--- src/rtl/clock_pkg.sv ---
// Shared types and constants for the clock alarm/chime blocks.
// State encoding, BCD limits and second-counter width.
package clock_pkg;

  typedef enum logic [1:0] {
    IDLE    = 2'd0,
    RINGING = 2'd1,
    SNOOZE  = 2'd2
  } state_t;

  localparam logic [7:0] BCD_00 = 8'h00;
  localparam logic [7:0] BCD_59 = 8'h59;

  localparam int SEC_CNT_W = 10;

endpackage

--- src/rtl/alarm_chime_ctrl_if.sv ---
// Time-of-day and alarm setpoint bus, BCD encoded.
// The setting logic drives it as master; comparators read it as slave.
interface alarm_chime_ctrl_if;

  logic [7:0] hour;
  logic [7:0] minute;
  logic [7:0] second;
  logic [7:0] alarm_hour;
  logic [7:0] alarm_min;

  modport master (
    output hour, minute, second,
    output alarm_hour, alarm_min
  );

  modport slave (
    input hour, minute, second,
    input alarm_hour, alarm_min
  );

endinterface

--- src/rtl/alarm_match.sv ---
// Combinational raw-byte compare of time against the alarm setpoint.
// Fires only on the :00 second so a match lasts one second.
module alarm_match
  import clock_pkg::*;
(
  alarm_chime_ctrl_if.slave bus,
  output logic              match
);

  assign match = (bus.hour   == bus.alarm_hour) &&
                 (bus.minute == bus.alarm_min)  &&
                 (bus.second == BCD_00);

endmodule

--- src/rtl/alarm_chime_ctrl.sv ---
// Alarm ring/snooze sequencer with hourly chime request.
// Define HOURLY_CHIME_EN to build the chime; otherwise shouldTick is 0.
module alarm_chime_ctrl
  import clock_pkg::*;
#(
  parameter int         RING_SEC        = 60,
  parameter int         SNOOZE_SEC      = 300,
  parameter int         MAX_SNOOZE      = 3,
  parameter logic [7:0] CHIME_FIRST_SEC = 8'h55
) (
  input  logic       CLK,
  input  logic       nRST,
  input  logic       CP_1Hz,
  input  logic [7:0] hour,
  input  logic [7:0] minute,
  input  logic [7:0] second,
  input  logic [7:0] alarm_hour,
  input  logic [7:0] alarm_min,
  input  logic       alarm_en,
  input  logic       key_stop,
  input  logic       key_snooze,
  output logic       isTimeUp,
  output logic       shouldTick,
  output logic       snoozing
);

  localparam logic [SEC_CNT_W-1:0] RING_LAST =
    SEC_CNT_W'(RING_SEC - 1);
  localparam logic [SEC_CNT_W-1:0] SNZ_LAST =
    SEC_CNT_W'(SNOOZE_SEC - 1);
  localparam logic [1:0] MAX_S = 2'(MAX_SNOOZE);

  alarm_chime_ctrl_if tm ();

  assign tm.hour       = hour;
  assign tm.minute     = minute;
  assign tm.second     = second;
  assign tm.alarm_hour = alarm_hour;
  assign tm.alarm_min  = alarm_min;

  logic match;

  alarm_match u_match (
    .bus   (tm),
    .match (match)
  );

  logic chime;
`ifdef HOURLY_CHIME_EN
  assign chime = (minute == BCD_59) &&
                 (second >= CHIME_FIRST_SEC) &&
                 (second <= BCD_59);
`else
  assign chime = 1'b0;
`endif

  state_t               state;
  logic [SEC_CNT_W-1:0] sec_cnt;
  logic [1:0]           snooze_cnt;

  always_ff @(posedge CLK or negedge nRST) begin
    if (!nRST) begin
      state      <= IDLE;
      sec_cnt    <= '0;
      snooze_cnt <= '0;
      isTimeUp   <= 1'b0;
      shouldTick <= 1'b0;
      snoozing   <= 1'b0;
    end else begin
      unique case (state)
        IDLE: begin
          if (CP_1Hz && alarm_en && match) begin
            state      <= RINGING;
            sec_cnt    <= '0;
            snooze_cnt <= '0;
            isTimeUp   <= 1'b1;
            shouldTick <= 1'b0;
          end else if (CP_1Hz) begin
            shouldTick <= chime;
          end
        end
        RINGING: begin
          shouldTick <= 1'b0;
          if (!alarm_en || key_stop) begin
            state    <= IDLE;
            isTimeUp <= 1'b0;
          end else if (key_snooze) begin
            if (snooze_cnt < MAX_S) begin
              state      <= SNOOZE;
              snooze_cnt <= snooze_cnt + 2'd1;
              sec_cnt    <= '0;
              isTimeUp   <= 1'b0;
              snoozing   <= 1'b1;
            end else begin
              state    <= IDLE;
              isTimeUp <= 1'b0;
            end
          end else if (CP_1Hz) begin
            if (sec_cnt == RING_LAST) begin
              state    <= IDLE;
              isTimeUp <= 1'b0;
            end else begin
              sec_cnt <= sec_cnt + SEC_CNT_W'(1);
            end
          end
        end
        SNOOZE: begin
          shouldTick <= 1'b0;
          if (!alarm_en || key_stop) begin
            state    <= IDLE;
            snoozing <= 1'b0;
          end else if (CP_1Hz) begin
            if (sec_cnt == SNZ_LAST) begin
              state    <= RINGING;
              sec_cnt  <= '0;
              isTimeUp <= 1'b1;
              snoozing <= 1'b0;
            end else begin
              sec_cnt <= sec_cnt + SEC_CNT_W'(1);
            end
          end
        end
        default: begin
          state      <= IDLE;
          isTimeUp   <= 1'b0;
          shouldTick <= 1'b0;
          snoozing   <= 1'b0;
        end
      endcase
    end
  end

endmodule

--- config.mk ---
export PLATFORM = sky130hd
export DESIGN_NAME = alarm_chime_ctrl
export DESIGN_NICKNAME = d
export VERILOG_FILES = /design/src/rtl/clock_pkg.sv /design/src/rtl/alarm_chime_ctrl_if.sv /design/src/rtl/alarm_match.sv /design/src/rtl/alarm_chime_ctrl.sv
export SDC_FILE = /design/constraint.sdc
export NUM_CORES = 1
export LEC_CHECK = 0
export CAP_MARGIN = 20
export CELL_PAD_IN_SITES_DETAIL_PLACEMENT = 0
export CELL_PAD_IN_SITES_GLOBAL_PLACEMENT = 1
export CORE_ASPECT_RATIO = 0.75
export CORE_MARGIN = 2
export CORE_UTILIZATION = 42
export DETAILED_ROUTE_END_ITERATION = 7
export DONT_BUFFER_PORTS = 1
export PLACE_DENSITY = 0.69
export RECOVER_POWER = 25
export SYNTH_ARGS = -nofsm -noshare
export SYNTH_HDL_FRONTEND = slang
export SYNTH_HIERARCHICAL = 1
export SYNTH_SLANG_ARGS = --single-unit
export TNS_END_PERCENT = 1
--- constraint.sdc ---
create_clock -name CLK -period 3.3 [get_ports CLK]
set_clock_uncertainty 0.05 [all_clocks]
set_input_delay 0.66 -clock CLK [delete_from_list [all_inputs] [get_ports CLK]]
set_output_delay 0.66 -clock CLK [all_outputs]
set_load 0.01 [all_outputs]
After elaboration in Yosys (flattened, before gate mapping)
Index checks and enable logic that the tools add are counted.

$add $sub $neg: 2. $lt $le $gt $ge: 1. Equality and inequality tests: 21. Multiplexer cells: 44. Bitwise gates (word level): 1. Reduce and logical (&&, ||, !) cells: 15.

Operators by type and width (number): 10-bit two-way mux (9); 10-bit one-hot mux with 3 select lines (1); 2-bit two-way mux (13); 3-bit != test (second input constant) (6); 1-bit two-way mux (17); 8-bit == test (2); 2-bit != test (second input constant) (7); 6-bit AND reduction (2); 10-bit by 1-bit adder with 10-bit output (second input constant) (1); 10-bit by 6-bit == test with 1-bit output (second input constant) (1); 10-bit by 9-bit == test with 1-bit output (second input constant) (1); 5-bit AND reduction (2); 8-bit zero test (1); 4-bit != test (second input constant) (2); 8-bit AND reduction (1); 1-bit one-hot mux with 3 select lines (2); 2-bit one-hot mux with 3 select lines (1); 1-bit logical AND (4); 2-bit one-hot mux with 2 select lines (1); 3-bit nonzero test (1); 2-bit by 1-bit adder with 2-bit output (second input constant) (1); 2-bit by 1-bit == test with 1-bit output (second input constant) (1); 2-bit == test (second input constant) (1); 2-bit zero test (1); 5 further kinds (5).

Register bits: 17. Input port bits: 46. Output and inout port bits: 3. Logic and storage cells: 90.

Depth between registers and ports, before layout
Gate-level depths: netlist of the first run.

Word-level depth: 6. Depth in mapped cells: 9. Mapped depth without buffers: 9.

Hierarchy
Netlist of the first run, hierarchy kept.

Modules (own cells, without submodules): alarm_chime_ctrl (instances 1, cells each 128, area each 1218.7 µm²); alarm_match (instances 1, cells each 24, area each 195.2 µm²).

Least setup slack after synthesis of the first run
OpenSTA, ideal clock, no wires.

Kind: input port to flip-flop. Start point: in alarm_min[6]. End point: reg sec_cnt[5]. Setup time: 0.087 ns. Data arrival time: 2.293 ns. Required time: 3.163 ns. Slack: 0.871 ns. Stages: 9. Buffers on the path: 0. Cell sequence: xor2_1 -> nor4_1 -> nand3_1 -> nor4_2 -> nand3_1 -> nand2_1 -> o211ai_4 -> or4_1 -> o211ai_1.

Word-level cells in the longest chain between the ends: 6.

RTL lines: start: declaration (RTL line alarm_chime_ctrl.sv:18) `input logic [7:0] alarm_min,`; 8-bit == test (RTL line alarm_match.sv:11) `(bus.minute == bus.alarm_min) &&`; 1-bit logical AND (RTL line alarm_match.sv:10) `assign match = (bus.hour == bus.alarm_hour) &&`; 1-bit logical AND (RTL line alarm_match.sv:11); via match (RTL line alarm_chime_ctrl.sv:41) `logic match;`; 1-bit logical AND (RTL line alarm_chime_ctrl.sv:72) `if (CP_1Hz && alarm_en && match) begin`; 2-bit != test (no line); 8-bit AND reduction (no line); end signal: assignment (RTL line alarm_chime_ctrl.sv:103) `sec_cnt <= sec_cnt + SEC_CNT_W'(1);`; end signal: assignment (RTL line alarm_chime_ctrl.sv:119) `sec_cnt <= sec_cnt + SEC_CNT_W'(1);`; end: declaration (RTL line alarm_chime_ctrl.sv:58) `logic [SEC_CNT_W-1:0] sec_cnt;`.

The timed path passes the listed nets, and every way through them passes these cells. A chain may end at the register's enable or synchronous reset.

Worst setup path after layout of the first run
Same ends and word-level chain as after synthesis.

==> results of run 1 <==
==> cells in the mapped netlist (all sizes together), types with 2 or more instances <==
master / instances / area, um2
a21oi: 8 / 55.1
a22o: 3 / 26.3
a22oi: 2 / 15.0
a31oi: 2 / 18.8
and2: 2 / 12.5
and3: 2 / 17.5
buf: 3 / 30.0
dfrtp: 16 / 400
ha: 6 / 75.1
inv: 9 / 33.8
mux2: 2 / 26.3
mux2i: 3 / 30.0
nand2: 7 / 26.3
nand2b: 3 / 26.3
nand3: 11 / 55.1
nand3b: 4 / 30.0
nand4: 6 / 37.5
nor2: 4 / 15.0
nor2b: 3 / 26.3
nor4: 6 / 43.8
o211ai: 3 / 36.3
o21ai: 7 / 35.0
o22ai: 2 / 12.5
or2b: 2 / 15.0
or3: 2 / 12.5
xnor2: 2 / 17.5
xor2: 14 / 123
==> metal layers <==
layer,GRT usage,wire length (um),part of all wire
met1,0.226,1480,0.48
met2,0.285,1350,0.44
met3,0.0405,246,0.079
met4,0.0377,19,0.0061
met5,0,0,0
==> where the power goes <==
part	internal, W	switching, W
sequential	0.000200	0.00000406
clock	0.000106	0.0000722
combinational	0.0000134	0.0000103
==> final cells by class <==
cell class	instances	share of cell area
tap	40	0.0336
sequential	16	0.269
clock buffer	4	0.0370
inverter	9	0.0227
multi-input combinational	124	0.638
==> placed cells by master (no fill, tap or decap), drive strengths merged, types with 3 or more instances in the layout <==
cell type,count
a22o,3
dfrtp,16
nor2b,3
clkbuf,4
ha,6
nand3,11
a21oi,8
o21ai,7
nand3b,4
inv,9
xor2,14
nand4,6
nand2,7
nor2,4
o211ai,3
nor4,6
nand2b,3
mux2i,3
==> final timing paths <==
check / startpoint / to / slack (ps)
max: alarm_min[6] / sec_cnt[5]$_DFFE_PN0P_ / 870
max reg2reg: state[1]$_DFFE_PN0P_ / sec_cnt[8]$_DFFE_PN0P_ / 1030
max in group asynchronous: nRST / sec_cnt[3]$_DFFE_PN0P_ / 3080
min: nRST / snoozing$_DFFE_PN0P_ / 50
min reg2reg: sec_cnt[0]$_DFFE_PN0P_ / sec_cnt[0]$_DFFE_PN0P_ / 490
min in group CLK: sec_cnt[0]$_DFFE_PN0P_ / sec_cnt[0]$_DFFE_PN0P_ / 490
==> sequential cells by signal (all words and copies together), names as in the netlist <==
signal and count:
sec_cnt 10, snooze_cnt 2, state 2, isTimeUp 1
snoozing 1
==> through the flow <==
step                      area, um2   util  hold WS [ps]  power, W
final                          1490  0.459          45.4  0.000405
after global routing           1490  0.459          30.3  0.000427
after CTS                      1490  0.459          41.7  0.000410
after detailed placement       1430  0.442           315  0.000231
after global placement         1430  0.442           315  0.000231
after floorplan                1410      -           314  0.000229
==> cells by family (layout without fill, tap and decap cells) <==
logic type      after synthesis  after routing  synth area share
simple gates                 61             61             0.280
compound gates               35             35             0.197
xor+xnor                     16             16            0.0991
flops                        16             16             0.283
buf+inv                      12             13            0.0451
fa+ha+maj                     6              6            0.0531
mux                           5              5            0.0398
other cells                   1              1           0.00265
==> impl_results.md, run 1 <==
* Result of the run: finished, final reports clean
* Maximum number of pins on one net before global-route repair at 17
* Global-route wire length before repair at 5060 um
* Nets at 206
* DRC violation count after routing at 0
* Via count of the first global-routing pass at 1143
* Endpoint arrival time on the critical path at 2550 ps
* Antenna violations before repair at 0
* Insertion delay to the later sink of the worst-skew pair at 250 ps
* Library cells used by synthesis at 56
* Slew at the pin closest to its max-slew limit at 580 ps
* Min-Delay Path Class: in2async
* Number of enable-type register cells in the synthesized netlist at 0
* CTS max path bufs at 2
* Detailed placement HPWL at 2480 um
* Root buffer cell: sky130_fd_sc_hd__clkbuf_8
* Final weighted congestion in routability-driven placement at 0.878
* Final count of pins violating max slew at 0
* Setup repair after global routing missed its margin: false
* Die area at 3850 um2
* Fraction of layout instances using a drive strength above 1 at 0.131
* Endpoint class of the critical path: register
* Synthesized area divided by synthesized cell count at 9.30 um2
* Kind of start point of the critical path: primary input
* Leakage at 0.578 nW
* Floorplan die width at 71.0 um
* Worst Path Class, Setup: in2reg
* Summed negative setup slack over all endpoints at 0 ps
* Number of inserted diodes at 0
* DRT Pass-1 Iters at 4
* Hold buffer count at cts at 0
* Number of filler cells placed in the layout at 312
* Multi-input gate area in the final layout at 950 um2
* Number of primary I/O pins at 49
* Net count after synthesis at 204
* Critical path, cell by cell: xor2_1 > nor4_1 > nand3_1 > nor4_2 > nand3_1 > nand2_1 > o211ai_4 > or4_1 > o211ai_1
* Final worst slack at 867 ps
* Clock buffer count from CTS at 3
* Post-CTS Setup Bufs at 0
* Worst VDD drop at 183 uV
* Commonest register cell after synthesis: sky130_fd_sc_hd__dfrtp_1
* Clk slew on worst S/H paths at 70 ps
* IO buf count at 0
* PwrDens at 272 nW/um2
* Final wirelength at 3100 um
* Die outline height at 54.2 um
* Number of cells in the finished layout apart from fillers at 193
* Post-synthesis instance area at 1410 um2
* Cell with the largest stage delay on the worst path: sky130_fd_sc_hd__or4_1
* Count of max-cap constraint violations at 0
* Fraction of registers with async set/reset at 1.00
* Remaining Overflow, GRT at 0
* Detailed-route via count at 1167
* CP Max Fanout at 10
* Setup WS pre-CTS at 601 ps
* WL/cell at 16.1 um
* Number of synthesized register bits at 16
* Number of cells on the critical path at 9
* Count of placed standard cells including taps at 189
* Sequential standard cell area at 400 um2
* Resize count post-CTS at 0
* Drt initial violations at 49
* Final-report setup violation count at 0
* Starting density of the core at 0.436
* H-tree Lvls at 1
* Worst stage delay on the critical path at 530 ps
* Clock tree from TritonCTS: done
* Cell count of the worst reg-to-reg path at 7
* Gate family responsible for the most delay along the worst path: simple AND/OR/NAND/NOR gates
* Synth Instances at 152
* Core Box Area at 3240 um2
* Global routing usage summed across all routing layers at 0.170
* Part of the Yosys area used for sequential elements at 0.283
* Portion of the clock cycle consumed by the worst path in the final layout at 0.737
* Fmax at 411 MHz
* Antenna violation net count after detailed routing at 0
* Relative area change from synthesis to final layout at 5.31%
* Data required time at the worst endpoint at 3420 ps
* Slew headroom at 0.611
* Most frequent cell on the critical path: sky130_fd_sc_hd__nand3_1
* CTS Sinks at 16
* Via count normalized by instance count at 6.05
* Final hold violations at 0
* Yosys Warn Count at 6
* Buffer and inverter count on the worst path at 0
* Std-Cell Rows at 18
* Tmin final at 2430 ps
Note: power is estimated with default switching activity, not from simulation.
==> inputs of run 2 (changes only) <==
--- a/config.mk
+++ b/config.mk
@@ -13,7 +13,7 @@
 export CORE_UTILIZATION = 42
 export DETAILED_ROUTE_END_ITERATION = 7
 export DONT_BUFFER_PORTS = 1
-export PLACE_DENSITY = 0.69
+export PLACE_DENSITY = 0.72
 export RECOVER_POWER = 25
 export SYNTH_ARGS = -nofsm -noshare
 export SYNTH_HDL_FRONTEND = slang
==> constraint.sdc (replaced) <==
create_clock -name CLK -period 2 [get_ports CLK]
set_clock_uncertainty 0.05 [all_clocks]
set_input_delay 0.4 -clock CLK [delete_from_list [all_inputs] [get_ports CLK]]
set_output_delay 0.4 -clock CLK [all_outputs]
set_load 0.01 [all_outputs]
==> run 2 against run 1 <==
Via count rose by 7.0%. Largest cell class unchanged. Sequential share of layout area decreased by 3.0 points. Die area unchanged. Combinational power up 130%. Register-to-register slack got worse by 990 ps. Power is 70% higher. Sequential power up 64%. Sequential cell count did not move. Hold slack better by 340 ps. Largest power group unchanged. Wire length grew 18%. Setup slack worse by 820 ps.
==> impl_results.md, run 2 (synthesized netlist as in run 1, its figures left out) <==
* Result of the run: finished, final reports clean
* Worst Path Class, Setup: reg2reg
* IO buf count at 0 (unchanged)
* Data required time at the worst endpoint at 2110 ps (-1310 ps)
* Antenna violation net count after detailed routing at 0 (unchanged)
* Flip-flop count of the largest register, all copies and words added at 10 (unchanged)
* H-tree Lvls at 1 (unchanged)
* Endpoint class of the critical path: register
* Cell count of the worst reg-to-reg path at 7 (unchanged)
* CTS Sinks at 16 (unchanged)
* Maximum number of pins on one net before global-route repair at 17 (unchanged)
* CP Max Fanout at 4 (-6)
* Reg2reg end: sec_cnt[8]$_DFFE_PN0P_
* Detailed placement HPWL at 2820 um (+14%)
* Clock tree from TritonCTS: done
* Kind of start point of the critical path: register
* Antenna violations before repair at 0 (unchanged)
* WL/cell at 17.3 um (+7.8%)
* Count of max-cap constraint violations at 0 (unchanged)
* Drt initial violations at 48 (-2.0%)
* Endpoint of the worst hold path: isTimeUp$_DFFE_PN0P_
* Number of primary I/O pins at 49 (unchanged)
* Critical path, cell by cell: inv_2 > ha_1 > nor2b_4 > mux2_4 > a21oi_4 > nand2b_4 > o41ai_2
* Clk slew on worst S/H paths at 70 ps (about the same)
* Launch instance of the worst min-delay path: CP_1Hz
* Multi-input gate area in the final layout at 997 um2 (+5.0%)
* CTS max path bufs at 2 (unchanged)
* Design Power at 0.000690 W (+70%)
* Number of cells on the critical path at 7 (-2)
* Worst VDD drop at 318 uV (+74%)
* PwrDens at 411 nW/um2 (+51%)
* Die outline height at 54.2 um (unchanged)
* Via count of the first global-routing pass at 1181 (+3.3%)
* Portion of the clock cycle consumed by the worst path in the final layout at 0.978
* Buffer and inverter count on the worst path at 1 (+1)
* Global-route wire length before repair at 5510 um (+8.7%)
* Core Box Area at 3240 um2 (unchanged)
* Floorplan die width at 71.0 um (unchanged)
* Worst stage delay on the critical path at 410 ps (-120 ps)
* Fmax at 511 MHz
* Detailed-route via count at 1249 (+7.0%)
* Insertion delay to the later sink of the worst-skew pair at 260 ps (about the same)
* Fraction of layout instances using a drive strength above 1 at 0.275 (+0.144)
* Hold Path Stages at 3
* Final hold violations at 0 (unchanged)
* Final wirelength at 3650 um (+18%)
* Nets at 224 (+8.7%)
* Std-Cell Rows at 18 (unchanged)
* Slew headroom at 0.478 (-0.133)
* Cell with the largest stage delay on the worst path: sky130_fd_sc_hd__dfrtp_1
* Final-report setup violation count at 0 (unchanged)
* Final count of pins violating max slew at 0 (unchanged)
* Number of inserted diodes at 0 (unchanged)
* DRT Pass-1 Iters at 4 (unchanged)
* Remaining Overflow, GRT at 0 (unchanged)
* Min-Delay Path Class: in2reg
* Final weighted congestion in routability-driven placement at 0.812 (-7.5%)
* Slew at the pin closest to its max-slew limit at 781 ps (+201 ps)
* Worst-case register-to-register setup slack at 40 ps (-990 ps)
* Global routing usage summed across all routing layers at 0.191 (+0.0217)
* DRC violation count after routing at 0 (unchanged)
* Summed negative setup slack over all endpoints at 0 ps (unchanged)
* Number of filler cells placed in the layout at 289 (-7.4%)
* Gate family responsible for the most delay along the worst path: compound AO/OA/AOI/OAI gates
* Relative area change from synthesis to final layout at 18.7%
* Sequential standard cell area at 400 um2 (unchanged)
* Leakage at 0.669 nW (+16%)
* Root buffer cell: sky130_fd_sc_hd__clkbuf_8
* Launch point of the worst reg-to-reg path: state[1]$_DFFE_PN0P_
* Clock buffer count from CTS at 3 (unchanged)
* Highest-count cells in the layout ignoring fill and taps: sky130_fd_sc_hd__dfrtp_1, sky130_fd_sc_hd__buf_4, sky130_fd_sc_hd__xor2_1, sky130_fd_sc_hd__nand3_1, sky130_fd_sc_hd__inv_1
* Die area at 3850 um2 (unchanged)
* Setup repair after global routing missed its margin: true
* Starting density of the core at 0.436 (unchanged)
* Tmin final at 1960 ps
* Endpoint arrival time on the critical path at 2060 ps (-490 ps)
* Largest registers: sec_cnt: 10 flops, snooze_cnt: 2 flops, state: 2 flops
* Via count normalized by instance count at 5.92 (-2.1%)
* Top register by number of flip-flops: sec_cnt
[run 2: power breakdown]
group / total (W) / leakage (nW) / switching (W) / internal (W)
Combinational: 0.0000534 / 0.422 / 0.0000283 / 0.0000251
Sequential: 0.000335 / 0.218 / 0.00000621 / 0.000329
Clock: 0.000301 / 0.0288 / 0.000126 / 0.000175
Total: 0.000690 / 0.669 / 0.000160 / 0.000530
[run 2: final cells by class]
class | count | area share
clock buffers | 4 | 0.0328
inverters | 9 | 0.0201
multi-input cells | 124 | 0.594
flip-flops and latches | 16 | 0.239
well taps | 40 | 0.0298
repair buffers | 18 | 0.0843
[run 2: repair_timing]
item	in CTS	in global routing
buffers inserted	0	1
endpoints found under the hold margin	16	0
hold buffers	1	0
resized for setup	1	12
pin swaps	0	6
endpoints found under the setup margin	3	14
[run 2: metal layers]
layer	vias to the layer above	part of all wire	global-route usage
met2	51	0.47	0.341
met3	5	0.071	0.0276
met5	-	0	0
met4	0	0.012	0.0660
met1	585	0.45	0.244
li1	608	-	-
[run 2: tightest hold or removal path: cells and delay by family]
family	cells	cell delay, ps
compound gates	2	200
simple gates	1	50
[run 2: worst max-delay path by stage]
| stage | from | endpoint | slack, ps |
|---|---|---|---|
| 2_1_floorplan | alarm_min[1] | sec_cnt[1]$_DFFE_PN0P_ | -90 |
| 3_3_place_gp | alarm_min[3] | sec_cnt[5]$_DFFE_PN0P_ | -190 |
| 3_5_place_dp | alarm_min[3] | sec_cnt[5]$_DFFE_PN0P_ | -280 |
| 4_1_cts | state[1]$_DFFE_PN0P_ | sec_cnt[8]$_DFFE_PN0P_ | 6 |
| 5_1_grt | alarm_hour[4] | sec_cnt[1]$_DFFE_PN0P_ | -50 |
| 6_report | state[1]$_DFFE_PN0P_ | sec_cnt[8]$_DFFE_PN0P_ | 40 |
[run 2: per-stage QoR]
stage | instance area, um2 | hold slack, ps | instances | setup WS [ps] | utilization
global route | 1680 | 388 | 211 | -51.9 | 0.517
finish | 1680 | 386 | 211 | 44.3 | 0.517
global placement | 1560 | 54.7 | 205 | -188 | 0.480
detailed placement | 1560 | 54.6 | 205 | -278 | 0.480
CTS | 1630 | 379 | 210 | 5.75 | 0.502
floorplan | 1420 | 54.4 | 152 | -85.2 | -
==> inputs of run 3 (changes only) <==
--- a/config.mk
+++ b/config.mk
@@ -15,6 +15,7 @@
 export DONT_BUFFER_PORTS = 1
 export PLACE_DENSITY = 0.72
 export RECOVER_POWER = 25
+export SLEW_MARGIN = 10
 export SYNTH_ARGS = -nofsm -noshare
 export SYNTH_HDL_FRONTEND = slang
 export SYNTH_HIERARCHICAL = 1
==> constraint.sdc (replaced) <==
create_clock -name CLK -period 2 [get_ports CLK]
set_clock_uncertainty 0.05 [all_clocks]
set_input_delay 0.4 -clock CLK [delete_from_list [all_inputs] [get_ports CLK]]
set_output_delay 0.4 -clock CLK [all_outputs]
set_load 0.02 [all_outputs]
==> results of run 3 <==
Same layout as run 2 (identical final DEF). Status: finished, final reports clean.
Main changes from that run: total power 0.000690 W -> 0.000695 W; worst IR drop on VDD 318 uV -> 324 uV
==> RTL change: new RTL, settings of run 1 <==
The option `HOURLY_CHIME_EN` is turned on by a define.
--- a/src/rtl/alarm_chime_ctrl.sv
+++ b/src/rtl/alarm_chime_ctrl.sv
@@ -1,4 +1,6 @@
 // Alarm ring/snooze sequencer with hourly chime request.
 // Define HOURLY_CHIME_EN to build the chime; otherwise shouldTick is 0.
+`define HOURLY_CHIME_EN
+
 module alarm_chime_ctrl
   import clock_pkg::*;
Formal check against the unedited RTL: not equivalent (Yosys sat finds a counterexample within 4 cycles, from zero or initial values and one cycle with nRST low).
==> RTL change against run 1 <==
  * Wire length is 2.2% higher
  * Worst setup slack worse by 170 ps
  * Cell area shrank 0.59%
  * Sequential cell count increased by 1
  * Synthesized area down 0.71%
  * Largest cell class unchanged
  * Cell count grew 3.6%
Power is not compared: it rests on default switching activity, and its combinational part moved more than twofold at a synthesized area within 25%.
==> RTL change: results <==
set metrics [dict create \
    status "complete, no violations" \
    vias 1198 \
    synthTopCellsByArea "dfrtp_1, xor2_1, ha_1" \
    hpwl_um 2540 \
    netlist_instances 158 \
    wl_met1_um 1620 \
    multi_input_area_share_pct 63.3 \
    max_freq_ghz 0.385 \
    grt_pass1_wl_um 5780 \
    grt_max_degree 18 \
    flops_and_latches 17 \
    grt_use_met3_pct 4.87 \
    grtUsageMet2_pct 32.7 \
    wl_per_cell_um 15.8 \
    dpl_cell_area_um2 1440 \
    setup.worst_path.start "alarm_min[2]" \
    layout-drive-gt1-share_pct 9.38 \
    fillerInstances 330 \
    synth-seq-area-share_pct 30.3 \
    synth_common_cells "dfrtp_1, nand3_1, xor2_1, nor2_1, nand2_1" \
    clk_pin_slew_worst_paths_ps 70 \
    largest_registers "sec_cnt x10, snooze_cnt x2, state x2" \
    final_util_pct 45.6 \
    via_per_inst 5.99 \
    dr.first_iter.drc_count 21 \
    inv_count 6 \
    ctsResizeCount 0 \
    dp_cells 196 \
    grtUsageMet1_pct 24.7 \
    wl_met3_um 157 \
    grt_usage_pct 19.0 \
    met2_length_um 1380 \
    power.total_uw 819 \
    multi_input_cells 133 \
    grt_pass1_vias 1263 \
    critPathArrivalTime_ps 2680 \
    clk_share_pct 3.04 \
    place.gp.congestion 0.849 \
    crit_end "state[1]$_DFFE_PN0P_" \
    final_nets 213 \
    numCtsBuffers 3 \
    r2r-start "state[0]$_DFFE_PN0P_" \
    synthArstFlopShare_pct 100 \
    crit_fanout 4 \
    regArea_um2 425 \
    pre_cts_ws_ps 452 \
    power_frac_comb_pct 45.0 \
    r2r_setup_slack_ps 1120 \
    yosys.cell_types.count 45 \
    tightestPinTransition_ps 470 \
    whs_ps 44.4 \
]
[RTL change: cell count changes after synthesis, sizes merged, moves of 3 or more]
| cell | run 1 | this run |
|---|---|---|
| inv | 9 | 6 |
| nor3 | 1 | 6 |
| o211ai | 3 | 0 |
| mux2i | 3 | 0 |
| nor2 | 4 | 10 |
| nand3 | 11 | 15 |
[RTL change: cell families (layout without fill, tap and decap cells)]
logic type / count (synthesis) / after routing / share of synthesized area (%)
AOI/OAI and AO/OA: 30 / 30 / 14.7
xor gates and xnor gates: 16 / 16 / 9.98
adders and majority gates: 6 / 6 / 5.35
buffers and inverters: 8 / 10 / 2.94
DFF: 17 / 17 / 30.3
muxes: 2 / 2 / 1.60
and+or+nand+nor: 79 / 79 / 35.1
[RTL change: worst max-delay path, stage by stage]
cell and delay [ps]:
xor2_1 140, nor4_1 310, nand3_1 130, nor4_2 160
nand3_1 200, and2_2 270, a31oi_1 220, nor2b_1 250
mux2_1 350
